### config.mk
export PLATFORM = sky130hd
export DESIGN_NAME = bcd_clock_ctrl
export DESIGN_NICKNAME = d
export VERILOG_FILES = /design/src/rtl/bcd_clock_pkg.sv /design/src/rtl/bcd_field_inc.sv /design/src/rtl/bcd_clock_ctrl.sv
export SDC_FILE = /design/constraint.sdc
export NUM_CORES = 1
export LEC_CHECK = 0
export BUFFER_PORTS_ARGS = -buffer_cell sky130_fd_sc_hd__buf_4
export CAP_MARGIN = 20
export CORE_MARGIN = 2
export CORE_UTILIZATION = 52
export DETAILED_ROUTE_END_ITERATION = 6
export MAX_ROUTING_LAYER = met4
export PLACE_DENSITY_LB_ADDON = 0.15
export RECOVER_POWER = 50
export SLEW_MARGIN = 0
export SYNTH_ARGS = -nofsm -noshare
export SYNTH_HDL_FRONTEND = slang
export SYNTH_SLANG_ARGS = --single-unit
### constraint.sdc
create_clock -name clk -period 3.8 [get_ports clk]
set_input_delay 0.19 -clock clk [delete_from_list [all_inputs] [get_ports clk]]
set_output_delay 0.19 -clock clk [all_outputs]
set_load 0.05 [all_outputs]
### src/rtl/bcd_clock_pkg.sv
// Shared encodings, limits and helpers for the BCD time-of-day controller.
package bcd_clock_pkg;

  typedef enum logic [2:0] {
    StRun    = 3'd0,
    StSetHr  = 3'd1,
    StSetMin = 3'd2,
    StSetSec = 3'd3,
    StCommit = 3'd4
  } state_e;

  localparam logic [1:0] FIELD_RUN = 2'b00;
  localparam logic [1:0] FIELD_HR  = 2'b01;
  localparam logic [1:0] FIELD_MIN = 2'b10;
  localparam logic [1:0] FIELD_SEC = 2'b11;

  localparam logic [7:0] HR_MAX = 8'h23;
  localparam logic [7:0] MS_MAX = 8'h59;

  function automatic logic bcd_digits_ok(input logic [7:0] v);
    return (v[3:0] <= 4'd9) && (v[7:4] <= 4'd9);
  endfunction

  function automatic logic is_set_state(input state_e s);
    return (s == StSetHr) || (s == StSetMin) || (s == StSetSec);
  endfunction

  function automatic logic [1:0] field_of(input state_e s);
    logic [1:0] f;
    case (s)
      StSetHr:  f = FIELD_HR;
      StSetMin: f = FIELD_MIN;
      StSetSec: f = FIELD_SEC;
      default:  f = FIELD_RUN;
    endcase
    return f;
  endfunction

endpackage

### src/rtl/bcd_field_inc.sv
// Packed-BCD +1 with wrap at MAX back to 00, plus a range/digit validity flag.
module bcd_field_inc
  import bcd_clock_pkg::*;
#(
  parameter logic [7:0] MAX = MS_MAX
) (
  input  logic [7:0] val,
  output logic [7:0] inc_val,
  output logic       valid
);

  logic [3:0] ms_plus;
  logic [3:0] ls_plus;

  always_comb begin
    ms_plus = val[7:4] + 4'd1;
    ls_plus = val[3:0] + 4'd1;
    // Packed BCD with legal digits orders the same as binary, so a plain compare works.
    valid   = bcd_digits_ok(val) && (val <= MAX);
    if (val >= MAX) begin
      inc_val = 8'h00;
    end else if (val[3:0] >= 4'd9) begin
      inc_val = {ms_plus, 4'd0};
    end else begin
      inc_val = {val[7:4], ls_plus};
    end
  end

endmodule

### src/rtl/bcd_clock_ctrl.sv
// Time-of-day controller: 1 Hz prescaler, two-button time-set FSM, edit registers
// and the one-cycle parallel load into the BCD counter.
module bcd_clock_ctrl
  import bcd_clock_pkg::*;
#(
  parameter int unsigned TICK_DIV = 50_000_000
) (
  input  logic       clk,
  input  logic       rst,
  input  logic       btn_mode,
  input  logic       btn_inc,
  input  logic [7:0] cur_hr,
  input  logic [7:0] cur_min,
  input  logic [7:0] cur_sec,
  output logic       tick_en,
  output logic       load,
  output logic [7:0] load_hr,
  output logic [7:0] load_min,
  output logic [7:0] load_sec,
  output logic [1:0] set_field,
  output logic       blink
);

  localparam int unsigned CntW = (TICK_DIV > 1) ? $clog2(TICK_DIV) : 1;
  localparam logic [CntW-1:0] CntLast = CntW'(TICK_DIV - 1);
  localparam logic [CntW-1:0] CntHalf = CntW'(TICK_DIV / 2);

  // Bit 0 = mode, bit 1 = inc.
  logic [1:0] sync1_q, sync2_q, prev_q;
  logic       mode_press, inc_press;

  state_e          state_q, state_d;
  logic [CntW-1:0] cnt_q, cnt_d;
  logic [7:0]      hr_q, hr_d, min_q, min_d, sec_q, sec_d;

  logic [7:0] hr_in, min_in, sec_in;
  logic [7:0] hr_inc, min_inc, sec_inc;
  logic       hr_ok, min_ok, sec_ok;

  assign mode_press = sync2_q[0] & ~prev_q[0];
  assign inc_press  = sync2_q[1] & ~prev_q[1];

  // In RUN the incrementers only range-check the live time for capture.
  assign hr_in  = (state_q == StRun) ? cur_hr  : hr_q;
  assign min_in = (state_q == StRun) ? cur_min : min_q;
  assign sec_in = (state_q == StRun) ? cur_sec : sec_q;

  bcd_field_inc #(.MAX(HR_MAX)) u_hr_inc (
    .val     (hr_in),
    .inc_val (hr_inc),
    .valid   (hr_ok)
  );

  bcd_field_inc #(.MAX(MS_MAX)) u_min_inc (
    .val     (min_in),
    .inc_val (min_inc),
    .valid   (min_ok)
  );

  bcd_field_inc #(.MAX(MS_MAX)) u_sec_inc (
    .val     (sec_in),
    .inc_val (sec_inc),
    .valid   (sec_ok)
  );

  always_comb begin
    state_d = state_q;
    cnt_d   = (cnt_q == CntLast) ? '0 : cnt_q + CntW'(1);
    hr_d    = hr_q;
    min_d   = min_q;
    sec_d   = sec_q;
    unique case (state_q)
      StRun: begin
        if (mode_press) begin
          state_d = StSetHr;
          cnt_d   = '0;
          hr_d    = hr_ok  ? cur_hr  : 8'h00;
          min_d   = min_ok ? cur_min : 8'h00;
          sec_d   = sec_ok ? cur_sec : 8'h00;
        end
      end
      StSetHr: begin
        if (mode_press)     state_d = StSetMin;
        else if (inc_press) hr_d    = hr_inc;
      end
      StSetMin: begin
        if (mode_press)     state_d = StSetSec;
        else if (inc_press) min_d   = min_inc;
      end
      StSetSec: begin
        if (mode_press)     state_d = StCommit;
        else if (inc_press) sec_d   = sec_inc;
      end
      StCommit: begin
        state_d = StRun;
        cnt_d   = '0;
      end
      default: begin
        state_d = StRun;
        cnt_d   = '0;
      end
    endcase
  end

  // Strobes are registered from next-state values so they line up with state_q/cnt_q.
  always_ff @(posedge clk or negedge rst) begin
    if (!rst) begin
      sync1_q   <= 2'b00;
      sync2_q   <= 2'b00;
      prev_q    <= 2'b11;
      state_q   <= StRun;
      cnt_q     <= '0;
      hr_q      <= 8'h00;
      min_q     <= 8'h00;
      sec_q     <= 8'h00;
      tick_en   <= 1'b0;
      load      <= 1'b0;
      blink     <= 1'b0;
      set_field <= FIELD_RUN;
    end else begin
      sync1_q   <= {btn_inc, btn_mode};
      sync2_q   <= sync1_q;
      prev_q    <= sync2_q;
      state_q   <= state_d;
      cnt_q     <= cnt_d;
      hr_q      <= hr_d;
      min_q     <= min_d;
      sec_q     <= sec_d;
      tick_en   <= (state_d == StRun) && (cnt_d == CntLast);
      load      <= (state_d == StCommit);
      blink     <= is_set_state(state_d) && (cnt_d >= CntHalf);
      set_field <= field_of(state_d);
    end
  end

  assign load_hr  = hr_q;
  assign load_min = min_q;
  assign load_sec = sec_q;

endmodule
* After elaboration in Yosys (flattened, before gate mapping)
Index checks and enable logic that the tools add are counted.
** Storage, ports and cells
- Flip-flop bits (word level) :: 64
- Output and inout port bits :: 29
- Latch bits :: 0
- RAM bits :: 0
- Word-level logic and storage cells :: 107
- Memories :: 0
- Bits of input ports :: 28
- Bits in read-only memories :: 0
** Cells by class
- Shift-type cells :: 0
- $mul :: 0
- Bitwise operators :: 4
- Divide/modulo/power cells :: 0
- Muxes and demuxes :: 33
- Order comparisons :: 16
- Add/subtract/negate cells :: 7
- Reduce and logical (&&, ||, !) cells :: 19
- Equal/unequal tests :: 16
** Operator list (number)
- 8-bit two-way mux :: 21
- 26-bit == test (second input constant) :: 2
- 26-bit two-way mux :: 2
- 26-bit one-hot mux with 2 select lines :: 1
- 8-bit one-hot mux with 2 select lines :: 3
- 26-bit by 1-bit adder with 26-bit output (second input constant) :: 1
- 26-bit by 25-bit greater-or-equal comparator with 1-bit output (second input constant) :: 1
- 4-bit by 1-bit adder with 4-bit output (second input constant) :: 6
- 4-bit <= comparator (second input constant) :: 6
- 8-bit by 7-bit greater-or-equal comparator with 1-bit output (second input constant) :: 2
- 8-bit by 7-bit <= comparator with 1-bit output (second input constant) :: 2
- 2-bit != test (second input constant) :: 7
- 3-bit by 2-bit == test with 1-bit output (second input constant) :: 4
- 4-bit greater-or-equal comparator (second input constant) :: 3
- 3-bit two-way mux :: 4
- 3-bit one-hot mux with 4 select lines :: 1
- 4-bit AND reduction :: 3
- 8-bit by 6-bit greater-or-equal comparator with 1-bit output (second input constant) :: 1
- 8-bit by 6-bit <= comparator with 1-bit output (second input constant) :: 1
- 1-bit logical AND :: 8
- 3-bit by 1-bit == test with 1-bit output (second input constant) :: 2
- 3-bit logical NOT :: 2
- 2-bit one-hot mux with 3 select lines :: 1
- 2-bit nonzero test :: 3
- 5 further kinds :: 8

* Depth between registers and ports, before layout
Gate-level depths: netlist of run 1.
- Depth after elaboration :: 8
- Depth in mapped cells :: 14

* By module
A second synthesis of run 1 with hierarchy kept.
** Second synthesis, totals
- Cell total of the unflattened synthesis :: 514
- Area total of the unflattened synthesis :: 4423.0 µm²
** By module, submodules not included
- bcd_clock_ctrl :: area each 3535.9 µm², times used 1, cells each 383, seq. area each 1604.0 µm²
- bcd_field_inc at u_min_inc ... :: area each 305.3 µm², times used 2, cells each 46, seq. area each 0.0 µm²
- bcd_field_inc at u_hr_inc :: area each 276.5 µm², times used 1, cells each 39, seq. area each 0.0 µm²

* Worst setup path before layout of run 1
No wires, ideal clock.
- Kind :: register to register
- From :: register state_q[2]
- To :: register sec_q[0], in the netlist load_sec[0]
- Stages on the path, launching flop included :: 14
- Setup slack :: 552 ps
- Period minus slack after synthesis :: 3248 ps
- Data arrival time :: 3181 ps
- Setup time :: 67 ps
- Path buffers :: 4
- Cell sequence :: dfrtp_1 buf_2 nor3_2 buf_4 buf_4 buf_2 mux2i_1 ha_1 nand3_1 a31o_1 a2111oi_2 nand3_1 a211oi_1 a221o_1
** Between the ends
- Word-level cells in the longest chain between the ends :: 8
** RTL lines
- start, declared :: line bcd_clock_ctrl.sv:32 : state_e state_q, state_d;
- start signal, assigned :: line bcd_clock_ctrl.sv:111 : state_q <= StRun;
- start signal, assigned :: line bcd_clock_ctrl.sv:124 : state_q <= state_d;
- 3-bit logical NOT :: line bcd_clock_ctrl.sv:46, bcd_clock_ctrl.sv:72
- 8-bit two-way mux :: line bcd_clock_ctrl.sv:46 : assign sec_in = (state_q == StRun) ? cur_sec : sec_q;
- 4-bit by 1-bit adder with 4-bit output, or another cell as far along :: line bcd_field_inc.sv:17 : ls_plus = val[3:0] + 4'd1;
- 8-bit two-way mux or 1-bit logical AND (tied branches) :: line bcd_field_inc.sv:22, bcd_clock_pkg.sv:21
- 8-bit two-way mux or 1-bit logical AND (tied branches) :: line bcd_field_inc.sv:20, bcd_field_inc.sv:19
- 8-bit two-way mux, on equally long branches :: line bcd_clock_ctrl.sv:92, bcd_clock_ctrl.sv:79
- 8-bit two-way mux, on equally long branches :: line bcd_clock_ctrl.sv:91, bcd_clock_ctrl.sv:74
- 8-bit one-hot mux with 2 select lines :: line bcd_clock_ctrl.sv:72 : unique case (state_q)
- end signal, assigned :: line bcd_clock_ctrl.sv:115 : sec_q <= 8'h00;
- end signal, assigned :: line bcd_clock_ctrl.sv:128 : sec_q <= sec_d;
- end, declared :: line bcd_clock_ctrl.sv:34 : logic [7:0] hr_q, hr_d, min_q, min_d, sec_q, sec_d;
Parallel ways exist; a longest one is shown, timed or not. The select of a mux whose other input is x is not followed.
A chain may end at the register's enable or synchronous reset.

* Worst setup path in the final report of run 1
- From :: register state_q[2]
- To :: register hr_q[3], in the netlist load_hr[3]
** Between the ends
- Word-level cells in the longest chain between the ends :: 8
** RTL lines
- 3-bit logical NOT :: line bcd_clock_ctrl.sv:44, bcd_clock_ctrl.sv:72
- 8-bit two-way mux :: line bcd_clock_ctrl.sv:44 : assign hr_in = (state_q == StRun) ? cur_hr : hr_q;
- 4-bit by 1-bit adder with 4-bit output, or another cell as far along :: line bcd_field_inc.sv:17
- 8-bit two-way mux or 1-bit logical AND (tied branches) :: line bcd_field_inc.sv:22, bcd_clock_pkg.sv:21
- 8-bit two-way mux or 1-bit logical AND (tied branches) :: line bcd_field_inc.sv:20, bcd_field_inc.sv:19
- 8-bit two-way mux, on equally long branches :: line bcd_clock_ctrl.sv:84, bcd_clock_ctrl.sv:77
- 8-bit two-way mux, on equally long branches :: line bcd_clock_ctrl.sv:83, bcd_clock_ctrl.sv:74
- 8-bit one-hot mux with 2 select lines :: line bcd_clock_ctrl.sv:72
- end signal, assigned :: line bcd_clock_ctrl.sv:126 : hr_q <= hr_d;
- end, declared :: line bcd_clock_ctrl.sv:34
Parallel ways exist; a longest one is shown, timed or not. The select of a mux whose other input is x is not followed.

==> flow_metrics.tcl, run 1 <==
set metrics [dict create \
    outcome "finished, violations left" \
    violations "max-capacitance violations, max-slew violations" \
    grt_remaining_overflow 0 \
    fin_nets 538 \
    syn2layout_area_growth_pct 17.2 \
    hold_violations 0 \
    nFillCells 672 \
    max_stage_delay_ns 0.68 \
    routabilityCongestion 0.922 \
    initial_utilization 0.533 \
    portBuffers 56 \
    cp_top_family "compound AO/OA/AOI/OAI gates" \
    path_buf_inv 1 \
    row_count 32 \
    synth_edf_count 0 \
    hpwl_um 6580 \
    final-max-slew-violation-count 65 \
    vias 3447 \
    diodes 0 \
    timing.slew.headroom -0.0333 \
    yosys.cell_types.count 63 \
    grt_pass1_wl_um 15800 \
    fin_crit_ns 3.30 \
    core_area_mm2 0.00765 \
    ctsRootBufferMaster "clkbuf_8" \
    skew_ns 0.00745 \
    fin_cells 597 \
    syn_inst 431 \
    cts_resized 0 \
    dpl_cell_area_mm2 0.00460 \
    syn_nets 478 \
    multiInputGateArea_mm2 0.00230 \
    dieWidth_um 92.5 \
    grt_pass1_vias 3298 \
    crit_chain "nor3_4, buf_4, mux2_2, ha_1, a21oi_1, a21oi_1, a2111oi_2, a22oi_1, a21oi_1" \
    dp.cells 579 \
    io_pins 57 \
    drt_first_iter_violations 189 \
    cts_tree "done" \
    die-height_um 92.5 \
    critPathRequiredTime_ns 4.07 \
    grt_max_degree 65 \
    cts_sinks 64 \
    wl_per_cell_um 15.2 \
    power.leakage_uw 0.00209 \
    min_path_type "in2reg" \
    insertion_delay_ns 0.34 \
    drc_errors 0 \
    ir_drop_v 0.000425 \
    crit_type "reg2reg" \
    cp.arrival_ns 3.57 \
    end_kind "flip-flop" \
    yosysSeqAreaShare 0.394 \
    report.final.setup_viol 0 \
    firstDrtPassIters 5 \
    syn_area_mm2 0.00407 \
    synth_warnings 0 \
    drive_above_1_share 0.192 \
    rsz0062_at_grt "no" \
    regArea_mm2 0.00160 \
    ant_nets 0 \
    async_flop_share 1.00 \
    fmax_mhz 303 \
    antenna_found_initial 0 \
    power.total_uw 3640 \
    crit_top_cell "a21oi_1" \
    detail_route.vias_per_cell 5.77 \
    cts_buffers 9 \
    die_area_mm2 0.00856 \
    cp_max_fo 22 \
    power_density_mw_per_mm2 763 \
    crit_path_start_kind "flip-flop" \
    track_usage 0.235 \
    cts.path.max_buffers 2 \
    fin_setup_tns_ns 0 \
    fin_crit_sh 0.868 \
    design_area_mm2 0.00477 \
    hold_ws_ns 0.0697 \
    htree_levels 3 \
    cts.clk_slew.worst_paths_ns 0.07 \
    ys_ff_latch 64 \
    avgSynthCellArea_um2 9.45 \
    ys.flop_type "dfrtp_1" \
    wl_um 9090 \
    worstMarginPinSlew_ns 1.55 \
    slowest_stage "a2111oi_2" \
    maxCapViolCount 1 \
]
-- Yosys cell counts (2+ instances only) --
library cell | n | area [µm²]
dfstp_2 | 2 | 52.6
mux2i_1 | 16 | 160
a221o_1 | 10 | 100
a221oi_1 | 3 | 26.3
a31oi_1 | 5 | 31.3
xnor2_1 | 21 | 184
buf_2 | 7 | 35.0
a2111oi_2 | 2 | 30.0
and2_1 | 4 | 25.0
ha_1 | 19 | 238
buf_4 | 2 | 15.0
o21a_1 | 4 | 30.0
dfrtp_1 | 62 | 1550
nor4b_1 | 3 | 26.3
inv_1 | 24 | 90.1
nand3_1 | 11 | 55.1
clkbuf_1 | 6 | 22.5
and4_1 | 4 | 35.0
a21oi_1 | 24 | 120
nor3_1 | 13 | 65.1
nor2b_1 | 12 | 75.1
nand4_1 | 16 | 100
xor2_1 | 10 | 87.6
or3b_2 | 2 | 17.5
nand2_1 | 12 | 45.0
nor4_1 | 6 | 37.5
and3_1 | 4 | 25.0
nor3b_1 | 5 | 37.5
buf_1 | 2 | 7.51
a211o_1 | 3 | 26.3
or3_1 | 2 | 12.5
nor4_2 | 2 | 25.0
o21ai_0 | 8 | 40.0
o31ai_1 | 3 | 22.5
a22oi_1 | 5 | 37.5
a211oi_1 | 2 | 15.0
nor2_1 | 61 | 229
mux2_2 | 8 | 90.1
or4_4 | 2 | 22.5
-- worst register-to-register path, delay by kind of cell (launching register included) --
family,cells,cell delay (ns)
fa+ha+maj,1,0.25
flops,1,0.41
simple gates,1,0.47
mux,1,0.43
buf+inv,1,0.40
compound gates,5,1.27
-- metal layers --
layer,track usage,up-vias,wire [µm]
met4,0.0896,0,139
met2,0.341,104,4080
met3,0.0407,14,484
met1,0.331,1645,4390
li1,-,1684,-
met5,-,-,0
-- state kept, by name, summed over array words and instances, names as in the netlist --
name       count
blink          1
cnt_q         26
load           1
load_hr        8
load_min       8
load_sec       8
prev_q         2
set_field      2
state_q        3
sync1_q        2
sync2_q        2
tick_en        1
-- path summary, 6_finish.rpt --
path	from	end	slack (ns)	cells after the start
worst min register to register	sync1_q[0]	sync2_q[0]	0.35	0
worst max-delay path	state_q[2]	load_hr[3]	0.50	9
max in group asynchronous	rst	cnt_q[0]	2.09	2
worst min-delay path	cur_min[3]	load_min[3]	0.07	2
min in group asynchronous	rst	load_hr[3]	0.77	2
worst max register to register	state_q[2]	load_hr[3]	0.50	9
-- power by group --
group	total, µW	internal [µW]	switching, µW
clock network	546	287	259
registers	993	840	153
logic	2100	778	1320
-- placed cells by master, fill, tap and decap left out, types with 3 or more instances in the layout --
master,Yosys,final
dfrtp_1,62,62
nor2_1,61,61
buf_4,2,50
inv_1,24,24
a21oi_1,24,24
xnor2_1,21,21
ha_1,19,19
nand4_1,16,16
mux2i_1,16,16
nor3_1,13,13
nor2b_1,12,12
nand2_1,12,12
clkbuf_8,0,12
nand3_1,11,11
clkbuf_1,6,11
xor2_1,10,10
a221o_1,10,10
mux2_2,8,8
o21ai_0,8,8
nor4_1,6,6
nor3b_1,5,5
a31oi_1,5,5
a22oi_1,5,5
and4_1,4,4
and3_1,4,4
and2_1,4,4
o21a_1,4,4
o31ai_1,3,3
nor4b_1,3,3
a211o_1,3,3
a221oi_1,3,3
dlygate4sd3_1,0,3
-- per-stage QoR --
step / worst slack, ns / util
6_report: 0.502 / 0.624
5_1_grt: 0.277 / 0.624
3_5_place_dp: 0.540 / 0.601
2_1_floorplan: 0.552 / -
3_3_place_gp: 0.626 / 0.601
4_1_cts: 0.509 / 0.629
-- timing repair --
item | 4_1_cts | 5_1_grt
endpoints found under the hold margin | 64 | 0
setup buffers | 0 | 0
hold buffers | 3 | 0
-- cell type report --
class,instances,share of cell area
clock inverter,2,0.00288
sequential,64,0.336
timing repair buffer,66,0.0970
inverter,24,0.0189
tap,102,0.0267
multi-input combinational,326,0.483
clock buffer,13,0.0354
-- cells by family (layout without fill, tap and decap cells) --
group	count (synthesis)	in the layout	synth area share
simple gates	171	171	0.233
compound gates	81	81	0.145
flops	64	64	0.394
buf+inv	41	105	0.0418
xor+xnor	31	31	0.0667
mux	24	24	0.0614
fa+ha+maj	19	19	0.0584
Note: power is estimated with default switching activity, not from simulation.
==> inputs of run 2 (changes only) <==
--- a/config.mk
+++ b/config.mk
@@ -5,10 +5,11 @@
 export SDC_FILE = /design/constraint.sdc
 export NUM_CORES = 1
 export LEC_CHECK = 0
+export ABC_AREA = 1
 export BUFFER_PORTS_ARGS = -buffer_cell sky130_fd_sc_hd__buf_4
 export CAP_MARGIN = 20
 export CORE_MARGIN = 2
-export CORE_UTILIZATION = 52
+export CORE_UTILIZATION = 55
 export DETAILED_ROUTE_END_ITERATION = 6
 export MAX_ROUTING_LAYER = met4
 export PLACE_DENSITY_LB_ADDON = 0.15
==> flow_metrics.tcl, run 2 <==
set metrics [dict create \
    yosys.cell_types.count 37 \
    p_int_uw 1740 \
    crit_type "reg2reg" \
    portBuffers 56 \
    drt_first_iter_violations 231 \
    avgSynthCellArea_um2 6.79 \
    synth_area_leaders "dfrtp_1 (35%), nand2_1 (16%), nor2_1 (11%)" \
    syn_nets 709 \
    final-max-slew-violation-count 65 \
    seqPwrFrac 0.246 \
    hold_violations 0 \
    outcome "finished, violations left" \
    fin_ws_ns 1.12 \
    place_ws_ns 1.20 \
    synth_warnings 0 \
    ir_drop_v 0.000246 \
    syn2layout_area_growth_pct 13.6 \
    yosysSeqAreaShare 0.357 \
    vias 4399 \
    synth-adder-area-share 0.0529 \
    report.final.setup_viol 0 \
    min_path_type "in2reg" \
    fmax_mhz 373 \
    firstDrtPassIters 5 \
    synth-compound-area-share 0.0902 \
    maxCapViolCount 1 \
    skew_ns 0.0133 \
    synth_top_area_frac 0.345 \
    cts.clk_slew.worst_paths_ns 0.08 \
    core_area_mm2 0.00781 \
    grt_remaining_overflow 0 \
    wl_per_cell_um 13.9 \
    clkPwrFrac 0.156 \
    timing.slew.headroom -0.0714 \
    die-height_um 94.4 \
    fin_crit_sh 0.705 \
    hpwl_um 8620 \
    final_cell_mix "nand2_1 (196), nor2_1 (128), inv_1 (81)" \
    regMostFlops "cnt_q" \
    dieWidth_um 94.4 \
    ys_top_cells_by_count "nand2_1 (196), nor2_1 (128), inv_1 (81), dfrtp_1 (62), nand3_1 (40)" \
    syn_inst 662 \
    cp.arrival_ns 2.96 \
    drive_above_1_share 0.116 \
    synth_edf_count 0 \
    antenna_found_initial 0 \
    nFillCells 771 \
    cts_buffers 9 \
    wl_um 11600 \
    ys.flop_type "dfrtp_1" \
    routabilityCongestion 1.00 \
    htree_levels 3 \
    io_pins 57 \
    worstMarginPinSlew_ns 1.61 \
    synth_top_cell_by_area "dfrtp_1" \
    dpl_cell_area_mm2 0.00499 \
    yosysMostFrequentCell "nand2_1" \
    dp.cells 815 \
    switching_share 0.538 \
    violations "max-capacitance violations, max-slew violations" \
    power_density_mw_per_mm2 738 \
    die_area_mm2 0.00891 \
    synthXorXnorAreaFrac 0.0331 \
    fin_crit_ns 2.68 \
    cts_tree "done" \
    row_count 32 \
    synthSimpleGateAreaFrac 0.381 \
    power.leakage_uw 0.00258 \
    rsz0062_at_grt "no" \
    insertion_delay_ns 0.35 \
    fin_cells 834 \
    cts_sinks 64 \
    critPathRequiredTime_ns 4.08 \
    ctsRootBufferMaster "clkbuf_8" \
    initial_utilization 0.576 \
    largest_reg_flops 26 \
    detail_route.vias_per_cell 5.27 \
    track_usage 0.286 \
    grt_pass1_vias 4251 \
    synth_top_family_by_area "simple AND/OR/NAND/NOR gates" \
    design_area_mm2 0.00511 \
    regArea_mm2 0.00160 \
    cp_max_fo 39 \
    ant_nets 0 \
    ys_ff_latch 64 \
    p_sw_uw 2030 \
    grt_pass1_wl_um 19500 \
    cts.path.max_buffers 2 \
    crit_path_start_kind "flip-flop" \
    drc_errors 0 \
    diodes 0 \
    end_kind "flip-flop" \
    fin_nets 774 \
    power_frac_comb 0.598 \
    grt_max_degree 65 \
    async_flop_share 1.00 \
    final_common_cell "nand2_1" \
    synth.area.mux_share 0 \
    multiInputGateArea_mm2 0.00250 \
    syn_area_mm2 0.00449 \
    fin_setup_tns_ns 0 \
]
-- run 2: cell type report --
class                      instances  area share
clock buffer                      10      0.0250
clock inverter                     6      0.0120
inverter                          88      0.0647
multi-input combinational        504       0.491
sequential                        64       0.314
tap                              102      0.0250
timing repair buffer              60      0.0686
-- run 2: cell families (layout without fill, tap and decap cells) --
| group | Yosys count | count (layout) |
|---|---|---|
| xor+xnor | 17 | 17 |
| flops | 64 | 64 |
| buf+inv | 94 | 164 |
| compound gates | 61 | 61 |
| fa+ha+maj | 19 | 19 |
| simple gates | 407 | 407 |
-- run 2: power groups by stage --
stage	clock [µW]	combinational (µW)	sequential [µW]
final	586	2260	928
after detailed placement	0	2310	941
after floorplan	0	1440	1280
after CTS	593	2340	928
after global placement	0	2260	933
after global routing	630	2530	943
-- run 2: critical path: stages, from the launching register on --
cell	delay [ns]
dfrtp_1	0.42
inv_2	0.07
nand2_2	0.07
buf_4	0.41
nand2_1	0.09
o21ai_1	0.16
inv_1	0.11
ha_1	0.21
nand2_1	0.19
nor2_1	0.10
nand2_2	0.11
nand2_1	0.07
nor2_2	0.26
nand4_1	0.14
nand2_1	0.08
nand2_1	0.05
nand2_1	0.07
-- run 2: path summary, 6_finish.rpt --
kind,to,start,depth (start not counted),slack (ns)
max,load_min[3],state_q[1],16,1.12
min,load_hr[0],cur_hr[0],3,0.12
max reg2reg,load_min[3],state_q[1],16,1.12
min reg2reg,sync2_q[1],sync1_q[1],0,0.36
max in group asynchronous,sync1_q[0],rst,2,2.05
min in group asynchronous,load_sec[0],rst,2,0.77
-- run 2: timing repair --
| action | CTS | global route |
|---|---|---|
| resized for setup | 0 | 0 |
| buffers inserted | 0 | 0 |
| setup endpoints to repair | 0 | 0 |
| endpoints found under the hold margin | 64 | 0 |
| hold buffers | 3 | 0 |
-- run 2: metrics by stage --
step	total power, µW	utilization	hold slack, ns
global route	4110	0.654	0.124
global placement	3190	0.640	0.299
finish	3770	0.654	0.125
CTS	3860	0.668	0.116
detailed placement	3260	0.640	0.301
floorplan	2720	-	-0.106
-- run 2: routing by layer --
layer,vias up,track usage,wire length [µm]
met5,-,-,0
met2,128,0.485,5590
met1,2040,0.340,5060
li1,2200,-,-
met3,31,0.0503,621
met4,0,0.114,302
